<file path="src/rtl/hazard_ctrl.sv">
// rtl/hazard_ctrl.sv - RAW hazard stall/flush controller with cycle-exact halt drain FSM
//
// Purpose:
//   Tracks register writes in flight in EX and MEM with a two-slot scoreboard.
//   Detects RAW hazards against the instruction in ID and drives stall, bubble
//   and flush controls. A halt word in ID starts a fixed-length drain, after
//   which the pipeline is frozen with halt_done asserted until reset.
//
// Optional feature macro: HAZARD_PERF_CNT_EN
//   Defined   -> saturating stall/flush performance counters.
//   Undefined -> stall_cnt/flush_cnt tied to 0, no counter flops.
//
// Ports:
//   CLK, RST_N        clock, asynchronous active-low reset
//   instr_valid_d     ID holds a real instruction
//   rs_addr_d/rt_addr_d, uses_rs_d/uses_rt_d   ID source operands and their use
//   dst_addr_d, reg_write_d                    ID destination and write enable
//   halt_d            ID instruction is the halt word
//   redirect_m        taken branch/jump resolved in MEM
//   stall_f, stall_d, bubble_e, flush          pipeline controls
//   halt_done         pipeline drained after halt (sticky)
//   state             RUN=00, DRAIN=01, HALTED=10
//   stall_cnt, flush_cnt                       performance counters
module hazard_ctrl #(
    parameter int DRAIN_CYCLES = 4,
    parameter int CNT_W        = 32
) (
    input  logic             CLK,
    input  logic             RST_N,
    input  logic             instr_valid_d,
    input  logic [4:0]       rs_addr_d,
    input  logic [4:0]       rt_addr_d,
    input  logic             uses_rs_d,
    input  logic             uses_rt_d,
    input  logic [4:0]       dst_addr_d,
    input  logic             reg_write_d,
    input  logic             halt_d,
    input  logic             redirect_m,
    output logic             stall_f,
    output logic             stall_d,
    output logic             bubble_e,
    output logic             flush,
    output logic             halt_done,
    output logic [1:0]       state,
    output logic [CNT_W-1:0] stall_cnt,
    output logic [CNT_W-1:0] flush_cnt
);

    localparam logic [1:0] ST_RUN    = 2'b00;
    localparam logic [1:0] ST_DRAIN  = 2'b01;
    localparam logic [1:0] ST_HALTED = 2'b10;

    logic       ex_v_q,   ex_v_d;
    logic [4:0] ex_addr_q, ex_addr_d;
    logic       mem_v_q,  mem_v_d;
    logic [4:0] mem_addr_q, mem_addr_d;
    logic [1:0] state_q,  state_d;
    logic [3:0] drain_cnt_q, drain_cnt_d;

    logic rs_hit, rt_hit, raw;
    logic hold, flush_c, raw_stall;

    // Register $0 never carries a dependency, so operand 0 never matches.
    always_comb begin
        rs_hit = (rs_addr_d != 5'd0) &&
                 ((ex_v_q && ex_addr_q == rs_addr_d) || (mem_v_q && mem_addr_q == rs_addr_d));
        rt_hit = (rt_addr_d != 5'd0) &&
                 ((ex_v_q && ex_addr_q == rt_addr_d) || (mem_v_q && mem_addr_q == rt_addr_d));
        raw    = instr_valid_d && ((uses_rs_d && rs_hit) || (uses_rt_d && rt_hit));
    end

    always_comb begin
        hold        = 1'b0;
        flush_c     = 1'b0;
        raw_stall   = 1'b0;
        state_d     = state_q;
        drain_cnt_d = drain_cnt_q;
        case (state_q)
            ST_RUN: begin
                // Flush outranks a hazard stall: the stalled instruction is wrong-path.
                flush_c   = redirect_m;
                raw_stall = raw && !redirect_m;
                hold      = raw_stall;
                if (halt_d && instr_valid_d && !raw && !redirect_m) begin
                    state_d     = ST_DRAIN;
                    drain_cnt_d = 4'(DRAIN_CYCLES - 1);
                end
            end
            ST_DRAIN: begin
                hold    = 1'b1;
                flush_c = redirect_m;
                if (redirect_m) begin
                    // Halt was fetched down a mispredicted path; resume.
                    state_d     = ST_RUN;
                    drain_cnt_d = 4'd0;
                end else if (drain_cnt_q == 4'd0) begin
                    state_d = ST_HALTED;
                end else begin
                    drain_cnt_d = drain_cnt_q - 4'd1;
                end
            end
            ST_HALTED: begin
                hold = 1'b1;
            end
            default: begin
                state_d     = ST_RUN;
                drain_cnt_d = 4'd0;
            end
        endcase
    end

    always_comb begin
        if (flush_c) begin
            mem_v_d    = 1'b0;
            mem_addr_d = ex_addr_q;
            ex_v_d     = 1'b0;
            ex_addr_d  = dst_addr_d;
        end else begin
            mem_v_d    = ex_v_q;
            mem_addr_d = ex_addr_q;
            ex_v_d     = instr_valid_d && reg_write_d && (dst_addr_d != 5'd0) && !hold;
            ex_addr_d  = dst_addr_d;
        end
    end

    always_ff @(posedge CLK or negedge RST_N) begin
        if (!RST_N) begin
            ex_v_q      <= 1'b0;
            ex_addr_q   <= 5'd0;
            mem_v_q     <= 1'b0;
            mem_addr_q  <= 5'd0;
            state_q     <= ST_RUN;
            drain_cnt_q <= 4'd0;
        end else begin
            ex_v_q      <= ex_v_d;
            ex_addr_q   <= ex_addr_d;
            mem_v_q     <= mem_v_d;
            mem_addr_q  <= mem_addr_d;
            state_q     <= state_d;
            drain_cnt_q <= drain_cnt_d;
        end
    end

    assign stall_f   = hold;
    assign stall_d   = hold;
    assign bubble_e  = hold;
    assign flush     = flush_c;
    assign halt_done = (state_q == ST_HALTED);
    assign state     = state_q;

`ifdef HAZARD_PERF_CNT_EN
    logic [CNT_W-1:0] stall_cnt_q, stall_cnt_d;
    logic [CNT_W-1:0] flush_cnt_q, flush_cnt_d;

    // Counters stick at all-ones rather than wrapping.
    always_comb begin
        stall_cnt_d = stall_cnt_q;
        flush_cnt_d = flush_cnt_q;
        if (raw_stall && stall_cnt_q != {CNT_W{1'b1}})
            stall_cnt_d = stall_cnt_q + CNT_W'(1);
        if (flush_c && flush_cnt_q != {CNT_W{1'b1}})
            flush_cnt_d = flush_cnt_q + CNT_W'(1);
    end

    always_ff @(posedge CLK or negedge RST_N) begin
        if (!RST_N) begin
            stall_cnt_q <= '0;
            flush_cnt_q <= '0;
        end else begin
            stall_cnt_q <= stall_cnt_d;
            flush_cnt_q <= flush_cnt_d;
        end
    end

    assign stall_cnt = stall_cnt_q;
    assign flush_cnt = flush_cnt_q;
`else
    assign stall_cnt = '0;
    assign flush_cnt = '0;
`endif

endmodule

</file>
<file path="config.mk">
export PLATFORM = sky130hd
export DESIGN_NAME = hazard_ctrl
export DESIGN_NICKNAME = d
export VERILOG_FILES = /design/src/rtl/hazard_ctrl.sv
export SDC_FILE = /design/constraint.sdc
export NUM_CORES = 1
export LEC_CHECK = 0
export CAP_MARGIN = 20
export CORE_UTILIZATION = 42
export CTS_BUF_LIST = sky130_fd_sc_hd__clkbuf_4 sky130_fd_sc_hd__clkbuf_8
export DETAILED_ROUTE_END_ITERATION = 6
export PLACE_DENSITY = 0.88
export RECOVER_POWER = 50
export SLEW_MARGIN = 20
export SYNTH_ARGS = -nofsm -noshare
export SYNTH_HDL_FRONTEND = slang
export SYNTH_SLANG_ARGS = --single-unit
</file>
<file path="constraint.sdc">
create_clock -name CLK -period 2.8 [get_ports CLK]
set_input_delay 0.56 -clock CLK [delete_from_list [all_inputs] [get_ports CLK]]
set_output_delay 0.56 -clock CLK [all_outputs]
set_load 0.02 [all_outputs]
</file>
==> implementation parameters, run 1 <==
Parameter                              Value

Global route
  Vias in the first global route    978
  Antenna violations before repair    0
  Overall global routing resource usage    0.140
  Total congestion overflow    0
  Pin count of the biggest net entering global routing    19
  First-pass GRT wire length    4.35 mm

Floorplan
  Horizontal die dimension    63.4 um
  Core box area    3470 um2
  Total Die Area    4020 um2
  Initial Util    0.456
  Number of placed I/O pins    94
  Die H    63.4 um
  Number of rows created at floorplan    21

STA
  Setup skew after layout    0.00514 ns
  Final-layout setup total negative slack    0 ns
  Post-route minimum period    2.71 ns
  Final setup violation count    0
  Worst Max-Slew Pin Slew    0.785 ns
  Final Cycle Share    0.967
  Highest clock rate    369 MHz
  Final number of hold-violating endpoints    0
  Setup ws final    0.0917 ns
  Final slew viol count    0
  Slew HR    0.475

Routing
  Post-Route WL    2.82 mm
  Total number of vias    1110
  Initial drt markers    21
  Drt pass-1 iters    4
  Antenna Violating Nets Remaining    0
  Avg WL per Cell    11.0 um
  Ratio of routed vias to standard cells    4.34
  Remaining design rule violation count    0

Critical path
  Setup slack of the worst register-to-register path    0.70 ns
  Standard cell with the maximum stage delay on the critical path    sky130_fd_sc_hd__clkdlybuf4s50_1
  R2r worst-path depth    6
  Worst path buffer plus inverter count    2
  Critical path type    input pin to output pin
  Cell class contributing the biggest share of worst-path delay    buffers and inverters
  Max FO, Critical Path    4
  Endpoint of the lowest-slack register-to-register path    drain_cnt_q[3]
  Delay contributed by the slowest stage of the critical path    0.47 ns
  Series of cell instances along the critical path    clkdlybuf4s50_1 > or4_1 > o21a_1 > a22oi_2 > o22ai_4 > buf_6
  Nature of the critical path startpoint    input pin
  R2r startpoint    state[0]
  Crit. Startpoint    rt_addr_d[4]
  WP data required    2.24 ns
  Worst endpoint data arrival time    2.15 ns
  Critical path endpoint category    output pin

Pwr
  Cell area power density    634 nW/um2
  Static power due to leakage    0.895 nW
  Overall Power    0.00117 W
  Maximum VDD drop    0.000387 V

CTS
  Hold-fix buffers at CTS    0
  Clk buf depth    2
  Clock tree sinks    18
  Number of buffers inserted to repair setup after CTS    0
  Depth of the CTS H-tree    1
  Num CTS Buffers    3
  Clock-pin transition on the worst setup and hold timing paths    0.06 ns
  Clock tree from TritonCTS    done
  Clock tree root driver cell    sky130_fd_sc_hd__clkbuf_8
  Clock latency at the later pin of the worst-skew pair    0.26 ns

Synth
  Mapped cell area    1580 um2
  Seq cells post-synth    18
  Seq/Total Area, Yosys    0.285
  Gate count of the mapped netlist    171
  Count of cell types in the netlist    30
  Mean area per synthesized cell    9.25 um2
  Syn. warnings    0

Worst hold path
  Startpoint of the most critical hold path    ex_addr_q[3]
  Worst hold endpoint    mem_addr_q[3]
  Worst Hold Depth    0
  Class of the tightest hold or removal check    flop to flop

Finish
  Total area of multi-input combinational cells    885 um2
  Flip-flop and latch area    450 um2
  Most used cells in the layout excluding fill and tap cells    64 x sky130_fd_sc_hd__conb_1, 20 x sky130_fd_sc_hd__xnor2_1, 18 x sky130_fd_sc_hd__dfrtp_1
  Filler cell count in the final layout    320
  Number of antenna diodes    0
  Filler-free cell count of the finished design    256
  Number of nets in the finished design    240
  Fraction of layout cells with a size suffix above 1    0.114
  Layout-stage area growth over the synthesis result    16.7%
  Commonest non-fill, non-tap cell in the layout    sky130_fd_sc_hd__conb_1

Job
  Max-cap violations    0

Placement
  Post-Place Setup Slack    -0.474 ns
  IO buf count    29
  HPWL Detailed    2.18 mm
  Count of placed standard cells including taps    252
  GP Congestion    0.824

Outcome
  Outcome    finished, final reports clean
## metal layers
metal  GRT usage  share of wire  vias to the layer above
met2       0.235           0.51                       64
li1            -              -                      525
met4      0.0938          0.013                        0
met1       0.166           0.41                      517
met5           0              0                        -
met3      0.0145          0.068                        4
## power by group
part	total, W	switching (W)	internal [W]
combinational	0.000608	0.000353	0.000255
sequential	0.000353	0.0000490	0.000304
clock	0.000210	0.0000848	0.000125
## worst max path at each step
stage | cells past startpoint | end | slack [ns]
4_1_cts | 6 | stall_f | 0.001
3_3_place_gp | 6 | bubble_e | -0.47
3_5_place_dp | 6 | stall_f | -0.47
6_report | 6 | stall_f | 0.09
5_1_grt | 6 | stall_f | -0.007
2_1_floorplan | 6 | stall_d | 0.30
## synthesized netlist by cell type
master / count / area, um2
sky130_fd_sc_hd__o31ai_1: 1 / 7.51
sky130_fd_sc_hd__nor4_1: 1 / 6.26
sky130_fd_sc_hd__o2bb2ai_1: 1 / 8.76
sky130_fd_sc_hd__o21ai_0: 4 / 20.0
sky130_fd_sc_hd__nand2b_1: 1 / 6.26
sky130_fd_sc_hd__nor3_1: 2 / 10.0
sky130_fd_sc_hd__a21oi_1: 5 / 25.0
sky130_fd_sc_hd__a21bo_2: 1 / 10.0
sky130_fd_sc_hd__conb_1: 1 / 3.75
sky130_fd_sc_hd__nor2_1: 3 / 11.3
sky130_fd_sc_hd__a22oi_1: 2 / 15.0
sky130_fd_sc_hd__o21a_1: 5 / 37.5
sky130_fd_sc_hd__ha_1: 6 / 75.1
sky130_fd_sc_hd__xnor2_1: 20 / 175
sky130_fd_sc_hd__o22ai_1: 3 / 18.8
sky130_fd_sc_hd__inv_1: 6 / 22.5
sky130_fd_sc_hd__and2_1: 2 / 12.5
sky130_fd_sc_hd__a31oi_1: 1 / 6.26
sky130_fd_sc_hd__nor2b_1: 1 / 6.26
sky130_fd_sc_hd__nor3b_1: 1 / 7.51
sky130_fd_sc_hd__dfrtp_1: 18 / 450
sky130_fd_sc_hd__or2_4: 1 / 8.76
sky130_fd_sc_hd__or4_1: 3 / 22.5
sky130_fd_sc_hd__or4bb_1: 2 / 22.5
sky130_fd_sc_hd__o2111ai_1: 1 / 8.76
sky130_fd_sc_hd__a221oi_4: 1 / 26.3
sky130_fd_sc_hd__nand4_1: 4 / 25.0
sky130_fd_sc_hd__nand2_1: 7 / 26.3
sky130_fd_sc_hd__a41o_1: 1 / 10.0
sky130_fd_sc_hd__buf_4: 66 / 495
## worst register-to-register path: cells and delay by family, from the launching register on
family	cells	cell delay, ns
buffers and inverters	1	0.09
adder cells (fa/ha/maj)	1	0.25
AND/OR/NAND/NOR	1	0.56
flip-flops	1	0.44
AO/OA/AOI/OAI	3	0.65
## stage by stage
stage	hold slack [ns]	area, um2	util
2_1_floorplan	0.264	1820	-
3_3_place_gp	0.428	1740	0.501
3_5_place_dp	0.440	1740	0.501
4_1_cts	0.454	1800	0.519
5_1_grt	0.467	1850	0.532
6_report	0.457	1850	0.532
## logic make-up (layout without fill, tap and decap cells)
group           count (synthesis)  count (layout)  share of synthesized area
simple gates                   28              28                      0.104
compound gates                 26              26                      0.123
fa+ha+maj                       6               6                     0.0475
flops                          18              18                      0.285
xor+xnor                       20              20                      0.111
other cells                     1              64                    0.00237
buf+inv                        72              48                      0.328
## layout make-up
class / instances / area share
tap: 46 / 0.0312
sequential: 18 / 0.244
timing repair buffer: 38 / 0.203
clock buffer: 4 / 0.0298
inverter: 6 / 0.0122
multi-input combinational: 144 / 0.479
## flip-flops by register name, indices dropped and copies added, names as in the netlist
name / count
state: 2
drain_cnt_q: 4
ex_v_q: 1
mem_v_q: 1
ex_addr_q: 5
mem_addr_q: 5
## timing repair
action,CTS,global route
pin swaps,2,3
gates resized for setup,19,12
endpoints found under the setup margin,3,3
Power figures use the tool's default switching activity.
==> inputs of run 2 (changes only) <==
Settings changed: CORE_ASPECT_RATIO set to 0.9, TNS_END_PERCENT set to 5.
==> run 2 against run 1 <==
  * Via count up 2.3%
  * Final area down 1.2%
  * Non-clock buffer count up 1
  * Largest power group unchanged
  * Clock power about the same
  * Cell count down 0.39%
  * Hold slack worse by 0.011 ns
  * Sequential share of layout area up 0.28 points
  * Critical path depth up 1
  * Core utilization down 0.76 points
  * Worst setup slack worse by 0.016 ns
  * Global-route usage up 1.5 points
  * Routed wire length up 7.0%
==> implementation parameters, run 2 (synthesis results as in run 1) <==
Parameter                              Value

Floorplan
  Initial Util    0.455
  Number of rows created at floorplan    20
  Number of placed I/O pins    94
  Total Die Area    4020 um2
  Die H    60.2 um
  Core box area    3480 um2
  Horizontal die dimension    66.7 um

Critical path
  Standard cell with the maximum stage delay on the critical path    sky130_fd_sc_hd__clkdlybuf4s50_1
  Most used cell along the critical path    sky130_fd_sc_hd__o22ai_2
  Delay contributed by the slowest stage of the critical path    0.55 ns
  Crit path capture    stall_f
  R2r worst-path depth    6
  Nature of the critical path startpoint    input pin
  Critical path type    input pin to output pin
  Endpoint of the lowest-slack register-to-register path    drain_cnt_q[3]
  Levels on crit path    7
  Crit. Startpoint    rs_addr_d[0]
  Max FO, Critical Path    4
  Worst endpoint data arrival time    2.16 ns
  Series of cell instances along the critical path    clkdlybuf4s50_1 > xnor2_1 > nand4_1 > o22ai_2 > a22oi_2 > o22ai_2 > buf_4
  WP data required    2.24 ns
  Setup slack of the worst register-to-register path    0.69 ns
  R2r startpoint    state[0]
  Worst path buffer plus inverter count    2
  Cell class contributing the biggest share of worst-path delay    buffers and inverters
  Critical path endpoint category    output pin

STA
  Final number of hold-violating endpoints    0
  Setup skew after layout    0.00658 ns
  Worst Max-Slew Pin Slew    0.776 ns
  Setup repair after global routing missed its margin    false
  Highest clock rate    367 MHz
  Final Cycle Share    0.973
  Final slew viol count    0
  Post-route minimum period    2.72 ns
  Final setup violation count    0
  Hold slack final    0.447 ns
  Slew HR    0.481

Routing
  Antenna Violating Nets Remaining    0
  Remaining design rule violation count    0
  Total number of vias    1135
  Drt pass-1 iters    4
  Post-Route WL    3.02 mm
  Initial drt markers    48
  Ratio of routed vias to standard cells    4.45
  Avg WL per Cell    11.8 um

Worst hold path
  Class of the tightest hold or removal check    flop to flop

Job
  Max-cap violations    0

CTS
  Depth of the CTS H-tree    1
  Clock tree from TritonCTS    done
  Hold-fix buffers at CTS    0
  Clock latency at the later pin of the worst-skew pair    0.26 ns
  Clock-pin transition on the worst setup and hold timing paths    0.06 ns
  Clock tree sinks    18
  Clk buf depth    2
  Clock tree root driver cell    sky130_fd_sc_hd__clkbuf_8
  Num CTS Buffers    3

Finish
  Fraction of layout cells with a size suffix above 1    0.118
  Number of nets in the finished design    241
  Leading registers by flop count    ex_addr_q x5, mem_addr_q x5, drain_cnt_q x4
  Share of the core filled with cells in the final layout    0.524
  Commonest non-fill, non-tap cell in the layout    sky130_fd_sc_hd__conb_1
  Most used cells in the layout excluding fill and tap cells    64 x sky130_fd_sc_hd__conb_1, 20 x sky130_fd_sc_hd__xnor2_1, 18 x sky130_fd_sc_hd__dfrtp_1
  Number of antenna diodes    0
  Layout-stage area growth over the synthesis result    15.3%

Global route
  Vias in the first global route    986
  First-pass GRT wire length    4.44 mm
  Pin count of the biggest net entering global routing    19
  Total congestion overflow    0
  Antenna violations before repair    0
  Overall global routing resource usage    0.155

Pwr
  Static power due to leakage    0.890 nW
  Cell area power density    636 nW/um2
  Overall Power    0.00116 W
  Maximum VDD drop    0.000446 V

Placement
  GP Congestion    0.839
  HPWL Detailed    2.37 mm
  IO buf count    29

Outcome
  Outcome    finished, final reports clean
-- run 2: layout make-up --
type | instances | area (um2)
fillers | 315 | 1650
multi-input cells | 144 | 875
flip-flops and latches | 18 | 450
repair buffers | 39 | 367
clock buffers | 4 | 55.1
well taps | 44 | 55.1
inverters | 6 | 22.5
-- run 2: power by group --
part / switching, W / total, W / leakage (nW) / internal, W
Combinational: 0.000354 / 0.000596 / 0.640 / 0.000242
Sequential: 0.0000483 / 0.000352 / 0.221 / 0.000304
Clock: 0.0000862 / 0.000211 / 0.0288 / 0.000125
Total: 0.000489 / 0.00116 / 0.890 / 0.000670
-- run 2: metrics by stage --
stage,cell area [um2],setup TNS (ns),cells,setup WS (ns)
final,1820,0,255,0.0753
after global routing,1820,0,255,0.0189
after CTS,1800,0,255,0.00564
after detailed placement,1740,-1.56,250,-0.526
after global placement,1740,-1.39,250,-0.462
after floorplan,1820,0,234,0.299
-- run 2: worst min-delay path by stage --
| stage | startpoint | endpoint | slack [ns] | cells past startpoint |
|---|---|---|---|---|
| global route | ex_addr_q[3] | mem_addr_q[3] | 0.47 | 0 |
| floorplan | RST_N | drain_cnt_q[0] | 0.26 | 0 |
| finish | ex_addr_q[1] | mem_addr_q[1] | 0.45 | 0 |
| global placement | ex_addr_q[2] | mem_addr_q[2] | 0.44 | 0 |
| detailed placement | ex_addr_q[1] | mem_addr_q[1] | 0.44 | 0 |
| CTS | ex_addr_q[1] | mem_addr_q[1] | 0.45 | 0 |
-- run 2: layer usage --
layer / up-vias / GRT usage / part of all wire
met5: - / 0 / 0
met4: 0 / 0.0973 / 0.022
met3: 6 / 0.0153 / 0.083
met2: 74 / 0.271 / 0.51
met1: 527 / 0.181 / 0.38
li1: 528 / - / -
-- run 2: worst reg2reg max path, delay by kind of cell, from the launching register on --
family	cells	cell delay, ns
AND/OR/NAND/NOR	2	0.78
AO/OA/AOI/OAI	2	0.48
flip-flops	1	0.44
adder cells (fa/ha/maj)	1	0.27
buffers and inverters	1	0.10
-- run 2: timing repair --
| action | 4_1_cts | 5_1_grt |
|---|---|---|
| endpoints found under the setup margin | 3 | 3 |
| setup buffers | 1 | 0 |
| pin swaps | 2 | 2 |
| gates resized for setup | 20 | 8 |
==> inputs of run 3 (changes only) <==
Settings changed: CORE_MARGIN set to 2, CORE_UTILIZATION 42 to 35, PLACE_DENSITY 0.88 to 0.79.
Clock period 2.8 ns to 2.37 ns, I/O delays scaled along.
==> run 3 against run 2 <==
  * Combinational power increased by 29%
  * Worst setup slack got worse by 0.050 ns
  * Core utilization decreased by 8.9 points
  * Critical endpoint is now bubble_e
  * Critical path type unchanged
  * Non-clock buffer count increased by 12
  * Sequential power increased by 16%
  * Count of clock-buffer cells in the layout unchanged
  * Sequential cell count unchanged
==> implementation parameters, run 3 (synthesis results as in run 1) <==
Parameter                              Value

Finish
  Layout-stage area growth over the synthesis result    21.4%
  Fraction of layout cells with a size suffix above 1    0.202
  Number of nets in the finished design    253
  Most used cells in the layout excluding fill and tap cells    64 x sky130_fd_sc_hd__conb_1, 21 x sky130_fd_sc_hd__buf_4, 20 x sky130_fd_sc_hd__xnor2_1
  Filler cell count in the final layout    431
  Commonest non-fill, non-tap cell in the layout    sky130_fd_sc_hd__conb_1
  Filler-free cell count of the finished design    285
  Flip-flop and latch area    450 um2
  Leading registers by flop count    ex_addr_q x5, mem_addr_q x5, drain_cnt_q x4
  Total area of multi-input combinational cells    888 um2
  Number of antenna diodes    0

CTS
  Clk buf depth    2
  Clock latency at the later pin of the worst-skew pair    0.26 ns
  Clock tree root driver cell    sky130_fd_sc_hd__clkbuf_8
  Depth of the CTS H-tree    1
  Clock tree from TritonCTS    done
  Clock-pin transition on the worst setup and hold timing paths    0.06 ns
  Num CTS Buffers    3
  Hold-fix buffers at CTS    0
  Clock tree sinks    18

Critical path
  Critical path endpoint category    output pin
  R2r worst-path depth    6
  Worst endpoint data arrival time    1.87 ns
  Setup slack of the worst register-to-register path    0.34 ns
  Max FO, Critical Path    4
  R2r startpoint    state[1]
  Critical path type    input pin to output pin
  Crit path capture    bubble_e
  WP data required    1.90 ns
  Crit. Startpoint    rs_addr_d[1]
  Endpoint of the lowest-slack register-to-register path    drain_cnt_q[3]
  Nature of the critical path startpoint    input pin

Global route
  Antenna violations before repair    0
  Overall global routing resource usage    0.124
  Vias in the first global route    1033
  First-pass GRT wire length    4.81 mm
  Pin count of the biggest net entering global routing    19
  Total congestion overflow    0

Routing
  Remaining design rule violation count    0
  Avg WL per Cell    10.3 um
  Initial drt markers    21
  Total number of vias    1159
  Ratio of routed vias to standard cells    4.07
  Antenna Violating Nets Remaining    0
  Post-Route WL    2.95 mm
  Drt pass-1 iters    4

Placement
  IO buf count    29
  HPWL Detailed    2.37 mm
  Post-Place Setup Slack    -0.707 ns
  GP Congestion    0.866
  Count of placed standard cells including taps    279

STA
  Setup repair after global routing missed its margin    true
  Final setup violation count    0
  Final number of hold-violating endpoints    0
  Final Cycle Share    0.990
  Setup ws final    0.0249 ns
  Hold slack final    0.456 ns
  Highest clock rate    426 MHz
  Final-layout setup total negative slack    0 ns
  Worst Max-Slew Pin Slew    0.976 ns
  Setup skew after layout    0.00477 ns
  Post-route minimum period    2.35 ns
  Final slew viol count    0
  Slew HR    0.349

Pwr
  Int Pwr    0.000844 W
  Static power due to leakage    0.926 nW
  Maximum VDD drop    0.000500 V
  Cell area power density    744 nW/um2
  Switching fraction of total power    0.409
  Relative contribution of the clock network to total power    0.174
  Power spent charging and discharging nets    0.000585 W
  Combinational group share of total power    0.539
  Part of the total power dissipated in sequential elements    0.287

Floorplan
  Number of placed I/O pins    94
  Initial Util    0.359
  Core box area    4400 um2
  Total Die Area    5070 um2
  Die H    67.8 um
  Number of rows created at floorplan    23
  Horizontal die dimension    74.9 um

Worst hold path
  Class of the tightest hold or removal check    flop to flop

Outcome
  Outcome    finished, final reports clean

Job
  Max-cap violations    0
[run 3: cell types whose count changed in the layout (fill, tap and decap cells not counted), moves of 2 or more]
cell,change
sky130_fd_sc_hd__dlygate4sd2_1,-2
sky130_fd_sc_hd__buf_4,+8
sky130_fd_sc_hd__clkdlybuf4s50_1,-3
sky130_fd_sc_hd__clkbuf_2,+6
sky130_fd_sc_hd__buf_6,+4
sky130_fd_sc_hd__dlymetal6s2s_1,-3
[run 3: routing by layer]
metal	global-route usage	wire length, um	vias up
li1	-	-	551
met1	0.163	1230	542
met2	0.208	1470	61
met3	0.0134	196	5
met4	0.0469	45	0
met5	0	0	-
[run 3: power by group through the flow]
stage	clock network [W]	registers [W]	logic, W
floorplan	0	0.000419	0.000553
detailed placement	0	0.000414	0.000732
global route	0.000271	0.000418	0.000843
global placement	0	0.000411	0.000722
CTS	0.000254	0.000408	0.000771
finish	0.000248	0.000410	0.000770
[run 3: critical path, stage by stage]
cell                      delay (ns)
sky130_fd_sc_hd__buf_6          0.09
sky130_fd_sc_hd__or4_4          0.51
sky130_fd_sc_hd__o21a_1         0.22
sky130_fd_sc_hd__a22oi_2        0.28
sky130_fd_sc_hd__o22ai_4        0.14
sky130_fd_sc_hd__buf_6          0.15
[run 3: final cells by class]
| type | count | share of cell area |
|---|---|---|
| Clock buffer | 4 | 0.0287 |
| Inverter | 6 | 0.0117 |
| Multi-Input combinational cell | 144 | 0.463 |
| Sequential cell | 18 | 0.235 |
| Tap cell | 62 | 0.0404 |
| Timing Repair Buffer | 51 | 0.222 |
[run 3: worst min-delay path by stage]
stage	startpoint	end	slack, ns	depth (start not counted)
after floorplan	RST_N	drain_cnt_q[0]	0.18	0
after global placement	ex_addr_q[1]	mem_addr_q[1]	0.43	0
after detailed placement	ex_addr_q[4]	mem_addr_q[4]	0.44	0
after CTS	ex_addr_q[4]	mem_addr_q[4]	0.45	0
after global routing	ex_addr_q[1]	mem_addr_q[1]	0.47	0
final	ex_addr_q[4]	mem_addr_q[4]	0.46	0
[run 3: timing repair]
item | in CTS | in global routing
setup endpoints to repair | 4 | 4
resized for setup | 37 | 16
cloned | 0 | 0
setup buffers | 1 | 1
endpoints found under the hold margin | 0 | 0
pin swaps | 6 | 6
[run 3: metrics by stage]
step / total power, W / instance area (um2) / utilization
finish: 0.00143 / 1920 / 0.436
floorplan: 0.000972 / 1820 / -
CTS: 0.00143 / 1920 / 0.436
detailed placement: 0.00115 / 1850 / 0.419
global route: 0.00153 / 1920 / 0.436
global placement: 0.00113 / 1850 / 0.419
